[config.mk]
export PLATFORM = sky130hd
export DESIGN_NAME = spi_register_bank
export DESIGN_NICKNAME = d
export VERILOG_FILES = /design/src/rtl/spi_regbank_pkg.sv /design/src/rtl/spi_regbank_decode.sv /design/src/rtl/spi_register_bank.sv
export SDC_FILE = /design/constraint.sdc
export NUM_CORES = 1
export LEC_CHECK = 0
export BUFFER_PORTS_ARGS = -buffer_cell sky130_fd_sc_hd__buf_2
export CELL_PAD_IN_SITES_DETAIL_PLACEMENT = 0
export CELL_PAD_IN_SITES_GLOBAL_PLACEMENT = 1
export CORE_ASPECT_RATIO = 1.1
export CORE_MARGIN = 3
export CORE_UTILIZATION = 42
export DETAILED_ROUTE_END_ITERATION = 7
export GPL_TIMING_DRIVEN = 0
export PLACE_DENSITY_LB_ADDON = 0.1
export SYNTH_ARGS = -nofsm -noshare
export SYNTH_HDL_FRONTEND = slang
export SYNTH_SLANG_ARGS = --single-unit
[constraint.sdc]
create_clock -name system_clk -period 2.64 [get_ports system_clk]
set_input_delay 0.66 -clock system_clk [delete_from_list [all_inputs] [get_ports system_clk]]
set_output_delay 0.66 -clock system_clk [all_outputs]
set_load 0.02 [all_outputs]
[src/rtl/spi_regbank_pkg.sv]
// Shared types for the SPI command register bank.
// SPI_REGBANK_PARITY_EN turns on even-parity framing.
package spi_regbank_pkg;

  typedef enum logic [1:0] {
    IDLE = 2'd0,
    EXEC = 2'd1,
    RESP = 2'd2
  } state_t;

  typedef enum logic [1:0] {
    CLS_RW  = 2'd0,
    CLS_RO  = 2'd1,
    CLS_STS = 2'd2,
    CLS_INV = 2'd3
  } addr_cls_t;

  // Default geometry: 1 W/OK bit, 1 P/ERR bit, ADDR, DATA.
  localparam int DEF_ADDR_W  = 4;
  localparam int DEF_DATA_W  = 16;
  localparam int DEF_FRAME_W = 2 + DEF_ADDR_W + DEF_DATA_W;
  localparam int W_BIT       = DEF_FRAME_W - 1;
  localparam int P_BIT       = DEF_FRAME_W - 2;
  localparam int ADDR_LSB    = DEF_DATA_W;

  localparam logic [DEF_ADDR_W-1:0] STATUS_ADDR = '1;

`ifdef SPI_REGBANK_PARITY_EN
  localparam bit PARITY_EN = 1'b1;
`else
  localparam bit PARITY_EN = 1'b0;
`endif

  function automatic int status_addr(input int aw);
    return (2 ** aw) - 1;
  endfunction

endpackage

[src/rtl/spi_regbank_decode.sv]
// Command field split, address class and parity check.
// Parity is only acted on with SPI_REGBANK_PARITY_EN.
module spi_regbank_decode
  import spi_regbank_pkg::*;
#(
  parameter  int ADDR_W  = DEF_ADDR_W,
  parameter  int DATA_W  = DEF_DATA_W,
  parameter  int NUM_RW  = 8,
  localparam int FRAME_W = 2 + ADDR_W + DATA_W
) (
  input  logic [FRAME_W-1:0] cmd,
  output logic               is_wr,
  output logic [ADDR_W-1:0]  addr,
  output logic [DATA_W-1:0]  data,
  output addr_cls_t          cls,
  output logic               par_ok
);
  localparam int STS = status_addr(ADDR_W);

  assign is_wr  = cmd[FRAME_W-1];
  assign addr   = cmd[DATA_W +: ADDR_W];
  assign data   = cmd[DATA_W-1:0];
  assign par_ok = ~^cmd;

  always_comb begin
    cls = CLS_INV;
    unique case (1'b1)
      (addr < ADDR_W'(NUM_RW)):
        cls = CLS_RW;
      (addr == ADDR_W'(STS)):
        cls = CLS_STS;
      (addr >= ADDR_W'(NUM_RW)
        && addr < ADDR_W'(STS)):
        cls = CLS_RO;
      default:
        cls = CLS_INV;
    endcase
  end

endmodule

[src/rtl/spi_register_bank.sv]
// SPI command decoder and register file, one command per frame.
// SPI_REGBANK_PARITY_EN: P bit is even parity, ERR shown as OK=0.
module spi_register_bank
  import spi_regbank_pkg::*;
#(
  parameter  int ADDR_W  = DEF_ADDR_W,
  parameter  int DATA_W  = DEF_DATA_W,
  parameter  int NUM_RW  = 8,
  localparam int FRAME_W = 2 + ADDR_W + DATA_W,
  localparam int NUM_RO  = (2 ** ADDR_W) - 1 - NUM_RW
) (
  input  logic                     system_clk,
  input  logic                     system_rst_n,
  input  logic [FRAME_W-1:0]       value_mosi,
  input  logic                     value_valid,
  input  logic                     cs_start,
  input  logic                     cs_stop,
  output logic [FRAME_W-1:0]       value_miso,
  output logic [NUM_RW*DATA_W-1:0] reg_out,
  input  logic [NUM_RO*DATA_W-1:0] ro_in,
  output logic                     wr_strobe,
  output logic [ADDR_W-1:0]        wr_addr
);
  localparam int CNT_W = DATA_W / 2;

  localparam logic [FRAME_W-1:0] ABORT_RESP =
    {1'b0, ~PARITY_EN, {(ADDR_W+DATA_W){1'b0}}};

  state_t             state, state_nxt;
  logic [FRAME_W-1:0] cmd, pending, resp;
  logic [DATA_W-1:0]  regs [NUM_RW];
  logic [CNT_W-1:0]   err_cnt, abt_cnt;
  logic [DATA_W-1:0]  frm_cnt;
  logic               latch, abort, drop;
  logic               is_wr, par_ok;
  logic               ok, err, wr_ok;
  logic [ADDR_W-1:0]  addr;
  logic [DATA_W-1:0]  data, rd_data;
  addr_cls_t          cls;
  logic               exec, wr_en, exec_err;
  logic [1:0]         err_inc;
  logic [CNT_W:0]     err_sum;

  spi_regbank_decode #(
    .ADDR_W (ADDR_W),
    .DATA_W (DATA_W),
    .NUM_RW (NUM_RW)
  ) u_decode (
    .cmd    (cmd),
    .is_wr  (is_wr),
    .addr   (addr),
    .data   (data),
    .cls    (cls),
    .par_ok (par_ok)
  );

  always_comb begin
    state_nxt = state;
    latch     = 1'b0;
    abort     = 1'b0;
    drop      = 1'b0;
    unique case (state)
      IDLE: begin
        if (value_valid) begin
          latch     = 1'b1;
          state_nxt = EXEC;
        end else if (cs_stop) begin
          abort = 1'b1;
        end
      end
      EXEC: begin
        drop      = value_valid;
        state_nxt = RESP;
      end
      RESP: begin
        drop      = value_valid;
        state_nxt = IDLE;
      end
      default: state_nxt = IDLE;
    endcase
  end

  always_comb begin
    ok      = 1'b0;
    err     = 1'b0;
    wr_ok   = 1'b0;
    rd_data = '0;
    if (PARITY_EN && !par_ok) begin
      err = 1'b1;
    end else if (is_wr) begin
      if (cls == CLS_RW) begin
        wr_ok   = 1'b1;
        ok      = 1'b1;
        rd_data = data;
      end else begin
        err = 1'b1;
      end
    end else begin
      ok = 1'b1;
      unique case (cls)
        CLS_RW:
          for (int k = 0; k < NUM_RW; k++)
            if (addr == ADDR_W'(k))
              rd_data = regs[k];
        CLS_RO:
          for (int k = 0; k < NUM_RO; k++)
            if (addr == ADDR_W'(NUM_RW + k))
              rd_data = ro_in[k*DATA_W +: DATA_W];
        CLS_STS:
          rd_data = {abt_cnt, err_cnt};
        default: begin
          ok  = 1'b0;
          err = 1'b1;
        end
      endcase
    end
  end

`ifdef SPI_REGBANK_PARITY_EN
  assign resp =
    {ok, ^{ok, addr, rd_data}, addr, rd_data};
`else
  assign resp = {ok, err, addr, rd_data};
`endif

  assign exec     = (state == EXEC);
  assign wr_en    = exec & wr_ok;
  assign exec_err = exec & err;
  assign err_inc  = {1'b0, exec_err} + {1'b0, drop};
  assign err_sum  = {1'b0, err_cnt}
                  + {{(CNT_W-1){1'b0}}, err_inc};

  always_ff @(posedge system_clk or negedge system_rst_n) begin
    if (!system_rst_n) begin
      state      <= IDLE;
      cmd        <= '0;
      pending    <= '0;
      value_miso <= '0;
      wr_strobe  <= 1'b0;
      wr_addr    <= '0;
      err_cnt    <= '0;
      abt_cnt    <= '0;
      frm_cnt    <= '0;
    end else begin
      state     <= state_nxt;
      wr_strobe <= wr_en;
      if (latch)
        cmd <= value_mosi;
      if (wr_en)
        wr_addr <= addr;
      // miso tracks pending so it is ready when cs_start samples it
      if (exec) begin
        frm_cnt    <= frm_cnt + 1'b1;
        pending    <= resp;
        value_miso <= resp;
      end else if (abort) begin
        pending    <= ABORT_RESP;
        value_miso <= ABORT_RESP;
      end else if (cs_start) begin
        value_miso <= pending;
      end
      err_cnt <= err_sum[CNT_W] ? '1 : err_sum[CNT_W-1:0];
      if (abort && !(&abt_cnt))
        abt_cnt <= abt_cnt + 1'b1;
    end
  end

  always_ff @(posedge system_clk or negedge system_rst_n) begin
    if (!system_rst_n) begin
      for (int k = 0; k < NUM_RW; k++)
        regs[k] <= '0;
    end else begin
      for (int k = 0; k < NUM_RW; k++)
        if (wr_en && addr == ADDR_W'(k))
          regs[k] <= data;
    end
  end

  always_comb begin
    reg_out = '0;
    for (int k = 0; k < NUM_RW; k++)
      reg_out[k*DATA_W +: DATA_W] = regs[k];
  end

endmodule
Word-level counts from Yosys, hierarchy flattened:

Index checks and enable logic that the tools add are counted.

* word-level logic and storage cells: 103
* input bits: 139
* register bits after elaboration: 217

* muxes and demuxes: 40
* $add $sub $neg: 3
* $lt $le $gt $ge: 3
* equality and inequality tests: 20
* bitwise gates (word level): 2
* reduce and logical (&&, ||, !) cells: 19

Operators with widths (number)
* two-way mux 16 bit: 17
* two-way mux 22 bit: 5
* one-hot mux 16 bit (3 select lines): 1
* == test 4 bit (second input constant): 8
* == test 4 x 3 -> 1 bit (second input constant): 4
* two-way mux 1 bit: 13
* logical AND 1 bit: 10
* adder 8 x 2 -> 9 bit: 1
* adder 8 x 1 -> 8 bit (second input constant): 1
* == test 4 x 2 -> 1 bit (second input constant): 2
* less-than comparator 4 bit (second input constant): 2
* two-way mux 8 bit: 1
* AND reduction 8 bit: 1
* one-hot mux 2 bit (3 select lines): 1
* == test 2 x 1 -> 1 bit (second input constant): 2
* == test 2 bit (second input constant): 2
* == test 4 x 1 -> 1 bit (second input constant): 1
* >= comparator 4 bit (second input constant): 1
* logical NOT 2 bit: 2
* logical NOT 4 bit: 1
* one-hot mux 2 bit (2 select lines): 1
* nonzero test 3 bit: 1
* OR reduction 3 bit: 1
* adder 1 x 1 -> 2 bit: 1
* other kinds (6): 7

Logic depth before layout (Yosys ltp):

Gate-level depths: netlist of the first run.

* depth in word-level cells: 12
* depth in mapped cells: 10
* gate-level depth less buffers: 9

Cells and area by module:

From an unflattened synthesis of the first run, not the netlist that was laid out.

* cells, all modules: 1080
* area, all modules: 11757.5 um^2

Modules (own cells, without submodules)
* spi_register_bank: cells each 1031, instances 1, area an instance 11344.6 um^2
* spi_regbank_decode: cells each 49, instances 1, area an instance 412.9 um^2

Worst setup path after synthesis of the first run:

No wires, ideal clock.

* kind: register to register
* start point: register state[1]
* end point: register err_cnt[0]
* arrival time: 2042 ps
* buffers on the path: 1
* setup slack: 531 ps
* data required time: 2573 ps
* cell stages (with the launch flop): 10
* path through: dfrtp_1 > inv_1 > ha_1 > clkbuf_1 > and3_1 > fa_1 > ha_1 > nand4_1 > or2_2 > nand2b_1

* longest elaborated chain between the ends: 6
* elaborated cells between the ends (all ways): 8

Ends and longest elaborated chain
* start, declared: line spi_register_bank.sv:29 `state_t state, state_nxt;`
* start signal, assigned: line spi_register_bank.sv:145 `state <= state_nxt;`
* == test 2 x 1 -> 1 bit / == test 2 bit (equally long branches): line spi_register_bank.sv:62, spi_register_bank.sv:126
* OR reduction 2 bit (no source line)
* two-way mux 1 bit: line spi_register_bank.sv:62 `unique case (state)`
* adder 1 x 1 -> 2 bit (*): line spi_register_bank.sv:129 `assign err_inc = {1'b0, exec_err} + {1'b0, drop};`
* adder 8 x 2 -> 9 bit (*): line spi_register_bank.sv:131 `+ {{(CNT_W-1){1'b0}}, err_inc};`
* two-way mux 8 bit (*): line spi_register_bank.sv:162 `err_cnt <= err_sum[CNT_W] ? '1 : err_sum[CNT_W-1:0];`
* end signal, assigned: line spi_register_bank.sv:162
* end, declared: line spi_register_bank.sv:32 `logic [CNT_W-1:0] err_cnt, abt_cnt;`

Every way passes the cells marked *; elsewhere a longest branch is shown, timed or not.
A chain may end at the register's enable or synchronous reset.

Worst setup path in the final report of the first run:

* start point: register cmd[16]
* end point: register pending[9]

* longest elaborated chain between the ends: 12
* elaborated cells between the ends (all ways): 43

Ends and longest elaborated chain
* start, declared: line spi_register_bank.sv:30 `logic [FRAME_W-1:0] cmd, pending, resp;`
* start signal, assigned: line spi_register_bank.sv:148 `cmd <= value_mosi;`
* logical NOT 4 bit: line spi_register_bank.sv:103 `if (addr == ADDR_W'(k))`
* two-way mux 16 bit (8 in a row): line spi_register_bank.sv:103
* one-hot mux 16 bit (3 select lines): line spi_register_bank.sv:100 `unique case (cls)`
* two-way mux 16 bit (*): line spi_register_bank.sv:90 `end else if (is_wr) begin`
* two-way mux 22 bit (*): line spi_register_bank.sv:152 `if (exec) begin`
* end signal, assigned: line spi_register_bank.sv:154 `pending <= resp;`
* end, declared: line spi_register_bank.sv:30

Marks and branches as above.

==> results of run 1 <==
==> sequential cells by signal, indices dropped and copies added, names as in the netlist <==
signal,flops
value_miso,22
pending,22
abt_cnt,8
err_cnt,8
state,2
wr_strobe,1
cmd,21
reg_out,128
wr_addr,4
==> report_power, final <==
part           switching, W  leakage, nW  internal, W
clock               0.00141        0.389      0.00203
sequential          0.00104         2.81      0.00465
combinational       0.00577         3.71      0.00350
total               0.00822         6.91       0.0102
==> kinds of logic (layout without fill, tap and decap cells) <==
kind of cell               count (synthesis)  in the layout  share of synthesized area [%]
other                                      0              2                              0
adders and majority gates                  5              5                         0.6310
and+or+nand+nor                          190            190                          9.183
muxes                                    208            208                          21.40
DFF                                      216            216                          48.68
AOI/OAI and AO/OA                        234            234                          15.36
buffers and inverters                     98            441                          3.966
xor gates and xnor gates                  10             10                         0.7887
==> layout make-up <==
| type | count | area, um^2 |
|---|---|---|
| Fill cell | 2400 | 11730 |
| Sequential cell | 216 | 5405 |
| Multi-Input combinational cell | 647 | 5271 |
| Timing Repair Buffer | 300 | 1551 |
| Clock buffer | 37 | 700.7 |
| Tap cell | 346 | 432.9 |
| Buffer | 80 | 391.6 |
| Clock inverter | 8 | 96.34 |
| Inverter | 16 | 60.06 |
| Antenna cell | 2 | 5.005 |
==> stage by stage <==
stage                     instance area, um^2  cells  total power, W  util (%)  hold slack (ps)
final                                   13910   1652         0.01840     54.26            156.7
after global routing                    13910   1652         0.01934     54.26            215.6
after CTS                               13860   1648         0.01834     54.04            193.0
after detailed placement                13040   1600         0.01484     50.83            468.5
after global placement                  13000   1599         0.01471     50.69            458.3
after floorplan                         11100    961         0.01129         -            364.4
==> placed cells by master (no fill, tap or decap), types with 5 or more instances in the layout <==
master     instances
buf_2            313
dfrtp_1          216
mux2_2           162
nor2_1            48
nand2_1           46
o21ai_0           46
clkbuf_1          44
mux2i_1           36
clkbuf_16         25
a21oi_1           24
nand2b_1          21
nand3b_1          20
a22oi_1           20
a221o_1           20
buf_4             15
o22ai_1           15
inv_1             14
o221ai_1          14
a2bb2oi_1         13
o21bai_1          13
and2_1            12
nand3_1            9
clkbuf_2           9
o21a_1             9
a21boi_0           9
mux4_2             7
a22o_1             7
a222oi_1           7
xnor2_1            6
o22a_1             6
a211oi_1           6
and3_1             5
==> path summary, 6_finish.rpt <==
kind	endpoint	from	slack, ps	cells past startpoint
min reg2reg	pending[21]	pending[21]	480	1
min	cmd[2]	system_rst_n	160	1
min in group system_clk	cmd[3]	value_mosi[3]	370	2
max	pending[9]	cmd[16]	80	8
max reg2reg	pending[9]	cmd[16]	80	8
max in group asynchronous	reg_out[29]	system_rst_n	1390	2
==> per-layer routing <==
layer  GRT usage, %  routed length [um]  up-vias
met5              0                   0        -
met4          7.207                1045        0
met3          5.138                3312       64
met2          49.81               20840      443
met1          39.75               17730     4864
li1               -                   -     4228
==> repair_timing <==
item | 4_1_cts | 5_1_grt
hold buffers | 0 | 0
resized for setup | 2 | 19
setup endpoints to repair | 80 | 45
pin swaps | 1 | 2
buffers inserted | 3 | 4
==> critical path, delay by kind of cell, from the launching register on <==
kind            cells  cell delay [ps]
compound gates      4              810
buf+inv             3             1170
flops               1              380
simple gates        1              130
==> summary.md, run 1 <==
| Metric | Value |
|---|---|
| Floorplan die height | `around 180 um` |
| Type of the setup path with the least slack | `reg2reg` |
| Biggest area consumer among synthesized cells | `dfrtp_1` |
| Worst slew margin | `a little over a third` |
| Min Clock Period, post-route | `2562 ps` |
| Status | `complete, no violations` |
| IO Port Bufs | `around 290` |
| Number of global-route vias before repair | `9674` |
| Syn Nets | `between 1000 and 1500` |
| CTS tree | `built` |
| Post-layout nets | `1430` |
| Final wirelength | `approximately 43 mm` |
| Final number of hold-violating endpoints | `0` |
| Count of cell types in the netlist | `between 50 and 60` |
| Row Count | `61` |
| Via count of the routed design | `about 9600` |
| Synthesis Warnings | `0` |
| Maximum VDD drop | `between 0.6 and 0.7 mV` |
| Die Wd | `around 160 um` |
| Worst min path class | `in2async` |
| Final ANT Viol Nets | `0` |
| Detailed-route DRC error count | `0` |
| Relative area change from synthesis to final layout | `25.31%` |
| Fraction of layout cells with a size suffix above 1 | `between 40 and 50%` |
| Number of standard cells after synthesis | `approximately 960` |
| Global router's overall resource usage | `about 29%` |
| Final setup violating endpoints | `0` |
| RSZ-0062 raised after global routing | `true` |
| Data required time at the worst endpoint | `around 3100 ps` |
| Worst-case setup margin in the final layout | `between 70 and 80 ps` |
| Cell area after synthesis | `around 11000 um^2` |
| Global placement routability congestion | `between 0.9 and 1` |
| Initial core utilization | `43.30%` |
| Clk sink count | `~220` |
| DRT Pass-1 Iters | `5` |
| Worst clock skew | `16.25 ps` |
| Share of the synthesized area in the top cell type | `around half` |
| Total grt overflow | `0` |
| Number of synthesized flops with an enable pin | `0` |
| Master cell of the clock root buffer | `clkbuf_16` |
| Top cells by count, synth | `216 x dfrtp_1, 162 x mux2_2, 49 x nor2_1` |
| Global-route wire length before repair | `62.84 mm` |
| Largest net degree at the start of global routing | `between 100 and 150` |
| Critical Path AT | `roughly 3000 ps` |
| Synthesized area per cell | `~12 um^2` |
| Number of antenna violations at the first check in global routing | `2` |
| Most used DFF post-synth | `dfrtp_1` |
| Setup crit start kind | `flop` |
| Most used standard cell by instance count after synthesis | `dfrtp_1` |
| Kind of capture point of the worst setup path | `flop` |
| Standard cell with the maximum stage delay on the critical path | `buf_2` |
| Synthesis-stage register bit count | `between 200 and 250` |
| Sequential-to-total area share from yosys stat | `between 40% and 50%` |
| Worst Max-Slew Pin Slew | `~960 ps` |
| Clock edge transition at the registers on the reported setup and hold paths | `approximately 60 ps` |
| Leak | `approximately 6.9 nW` |
| Worst Path Max Fanout | `10` |
| MaxCap Viol Count | `0` |
| CP peak stage delay | `roughly 400 ps` |
| Number of max-slew violations in the final report | `0` |
| Power per standard cell area | `1322 nW/um^2` |
| Detail-routed net length per standard cell | `~26 um` |
| Most frequent cell on the critical path | `buf_2` |
| Final period utilization | `~97%` |
| Main area contributors after synthesis | `dfrtp_1 49%, mux2_2 16%, mux2i_1 3.2%, o21ai_0 2.1%, a221o_1 1.8%` |
| Die footprint | `about 28000 um^2` |
| Num CTS Buffers | `25` |
| Detailed placer's ending HPWL | `32.29 mm` |
| Fraction of synthesis flops using an asynchronous set or reset pin | `100.0%` |
| Cell chain of the critical path | `buf_2, buf_2, buf_2, nand3b_1, a21oi_1, o21ai_0, o211ai_1, a221o_1` |
| CTS HTree Levels | `1` |
| Clock network latency to the later pin of the worst-skew pair | `530 ps` |
| Floorplan core area | `around 26000 um^2` |
| IO Count | `between 200 and 300` |
| Fmax | `390.3 MHz` |
| Number of buffers on the longest clock path | `3` |
| Via-to-Cell Ratio | `between 5 and 6` |
| Fin Setup TNS | `0 ps` |
| First DRT Iteration DRCs | `roughly 830` |
| Pre-CTS setup slack | `-283.5 ps` |
No activity file was read; power rests on OpenSTA's default activity.
==> run 2, diff against run 1 <==
--- a/config.mk
+++ b/config.mk
@@ -14,6 +14,7 @@
 export DETAILED_ROUTE_END_ITERATION = 7
 export GPL_TIMING_DRIVEN = 0
 export PLACE_DENSITY_LB_ADDON = 0.1
+export RECOVER_POWER = 50
 export SYNTH_ARGS = -nofsm -noshare
 export SYNTH_HDL_FRONTEND = slang
 export SYNTH_SLANG_ARGS = --single-unit
==> run 2 against run 1 <==
Effect of this change:
- critical endpoint unchanged
- final area down 0.65%
- wire length down 0.23%
- register-to-register slack about the same
- combinational power down 1%
- worst hold slack better by 210 ps
==> summary.md, run 2 (synthesis gave the netlist of run 1 again) <==
| Metric | Value |
|---|---|
| Worst slew margin | `3.762% (-33 points)` |
| IO Port Bufs | `292 (unchanged)` |
| Total grt overflow | `0 (unchanged)` |
| First DRT Iteration DRCs | `835 (+0.85%)` |
| Most frequent cells in the layout | `247 x buf_2, 216 x dfrtp_1, 162 x mux2_2, 110 x clkbuf_1, 48 x nor2_1` |
| Number of flip-flops in the largest register | `128 (unchanged)` |
| Relative area change from synthesis to final layout | `24.50%` |
| Reg-to-reg startpoint | `cmd[16]` |
| Number of buffers on the longest clock path | `3 (unchanged)` |
| Worst Path Max Fanout | `10 (unchanged)` |
| Worst clock skew | `16.01 ps (-0.2404 ps)` |
| Worst Max-Slew Pin Slew | `1444 ps (+487.8 ps)` |
| Number of max-slew violations in the final report | `0 (unchanged)` |
| Number of global-route vias before repair | `9674 (unchanged)` |
| Data required time at the worst endpoint | `3100 ps (about the same)` |
| IO Count | `294 (unchanged)` |
| Floorplan core area | `25640 um^2 (unchanged)` |
| Row Count | `61 (unchanged)` |
| Final ANT Viol Nets | `0 (unchanged)` |
| MaxCap Viol Count | `0 (unchanged)` |
| Largest net degree at the start of global routing | `119 (unchanged)` |
| Status | `complete, no violations` |
| Final wirelength | `42.82 mm (-0.23%)` |
| Post-layout nets | `1430 (unchanged)` |
| Power consumption | `0.01829 W (-0.57%)` |
| Fmax | `390.0 MHz (about the same)` |
| DRT Pass-1 Iters | `6 (+1)` |
| Number of instances on the worst hold path | `2` |
| Via count of the routed design | `9565 (-0.35%)` |
| Global placement routability congestion | `0.9434 (unchanged)` |
| Setup crit start kind | `flop` |
| Global router's overall resource usage | `29.49% (unchanged)` |
| Power per standard cell area | `1323 nW/um^2 (about the same)` |
| Maximum VDD drop | `0.6344 mV (about the same)` |
| Clock edge transition at the registers on the reported setup and hold paths | `60 ps (about the same)` |
| Critical Path AT | `3030 ps (about the same)` |
| Die Wd | `161.0 um (unchanged)` |
| Hold bufs inserted after CTS | `0 (unchanged)` |
| Min Hold Slack | `366.6 ps (+209.9 ps)` |
| Min Clock Period, post-route | `2564 ps (+1.772 ps)` |
| Leak | `6.671 nW (-3.5%)` |
| Final period utilization | `97.11% (about the same)` |
| Worst min path class | `in2reg` |
| CTS HTree Levels | `1 (unchanged)` |
| Type of the setup path with the least slack | `reg2reg` |
| Worst Min Path Start | `value_mosi[3]` |
| Master cell of the clock root buffer | `clkbuf_16` |
| Final Util | `53.91% (-0.35 points)` |
| Clk sink count | `216 (unchanged)` |
| CTS tree | `built` |
| Num CTS Buffers | `25 (unchanged)` |
| Depth of the worst register-to-register path | `8 (unchanged)` |
| Global-route wire length before repair | `62.84 mm (unchanged)` |
| Number of antenna violations at the first check in global routing | `2 (unchanged)` |
| Final setup violating endpoints | `0 (unchanged)` |
| RSZ-0062 raised after global routing | `true` |
| Detailed placer's ending HPWL | `32.29 mm (unchanged)` |
| Die footprint | `28430 um^2 (unchanged)` |
| Final number of hold-violating endpoints | `0 (unchanged)` |
| Via-to-Cell Ratio | `5.790 (-0.35%)` |
| Detailed-route DRC error count | `0 (unchanged)` |
| Endpoint of the worst-slack reg-to-reg timing path | `pending[9]` |
| Register-to-register setup slack | `80 ps (about the same)` |
| Initial core utilization | `43.30% (unchanged)` |
| Detail-routed net length per standard cell | `25.92 um (-0.23%)` |
| Clock network latency to the later pin of the worst-skew pair | `530 ps (about the same)` |
| Kind of capture point of the worst setup path | `flop` |
| Fraction of layout cells with a size suffix above 1 | `37.96% (-5.2 points)` |
| Floorplan die height | `176.5 um (unchanged)` |
| Number of fill cells in the layout | `2440 (+1.7%)` |
| Hold Path Sink | `cmd[3]` |
| Most frequent standard cell in the layout excluding fill and tap cells | `buf_2` |
==> run 2: what timing repair did <==
action / CTS / global route
resized for setup: 2 / 19
pin swaps: 1 / 2
buffers inserted: 3 / 4
endpoints found under the setup margin: 80 / 45
hold endpoints to repair: 0 / 0
==> run 2: worst max-delay path by stage <==
stage	start	endpoint	slack (ps)	cells past startpoint
finish	cmd[16]	pending[9]	80	8
global route	cmd[16]	pending[9]	-3	8
CTS	state[1]	err_cnt[0]	70	9
detailed placement	state[1]	reg_out[120]	-280	8
global placement	system_rst_n	reg_out[40]	-2970	1
floorplan	state[1]	err_cnt[0]	530	9
==> run 2: area by class of cell <==
class	instances	area (um^2)	area share [%]
Buffer	80	391.6	2.833
Multi-Input combinational cell	647	5271	38.13
Antenna cell	2	5.005	0.03620
Sequential cell	216	5405	39.10
Inverter	16	60.06	0.4344
Timing Repair Buffer	300	1461	10.57
Tap cell	346	432.9	3.132
Clock inverter	8	96.34	0.6969
Clock buffer	37	700.7	5.068
==> run 2: layer usage <==
layer	vias to the layer above	track usage, %	wire, um
met4	0	7.207	1049
met2	407	49.81	20750
met3	62	5.138	3133
met1	4866	39.75	17890
met5	-	0	0
li1	4230	-	-
==> run 2: worst max-delay path, cell delays in order (launching register included) <==
cell	delay [ps]
dfrtp_1	390
buf_2	400
buf_2	390
buf_2	400
nand3b_1	120
a21oi_1	230
o21ai_0	170
o211ai_1	230
a221o_1	170
==> run 2: per-stage QoR <==
step	worst slack [ps]	TNS [ps]	instances	instance area [um^2]
6_report	76.19	0	1652	13820
5_1_grt	-2.948	-4.954	1652	13820
4_1_cts	68.15	0	1648	13860
3_5_place_dp	-283.5	-11210	1600	13040
3_3_place_gp	-2974	-648310	1599	13000
2_1_floorplan	531.0	0	961	11100
==> run 2: power breakdown <==
group          internal [W]  leakage (nW)  switching [W]
clock network       0.00203         0.389        0.00141
logic               0.00338          3.47        0.00577
registers           0.00465          2.81        0.00105
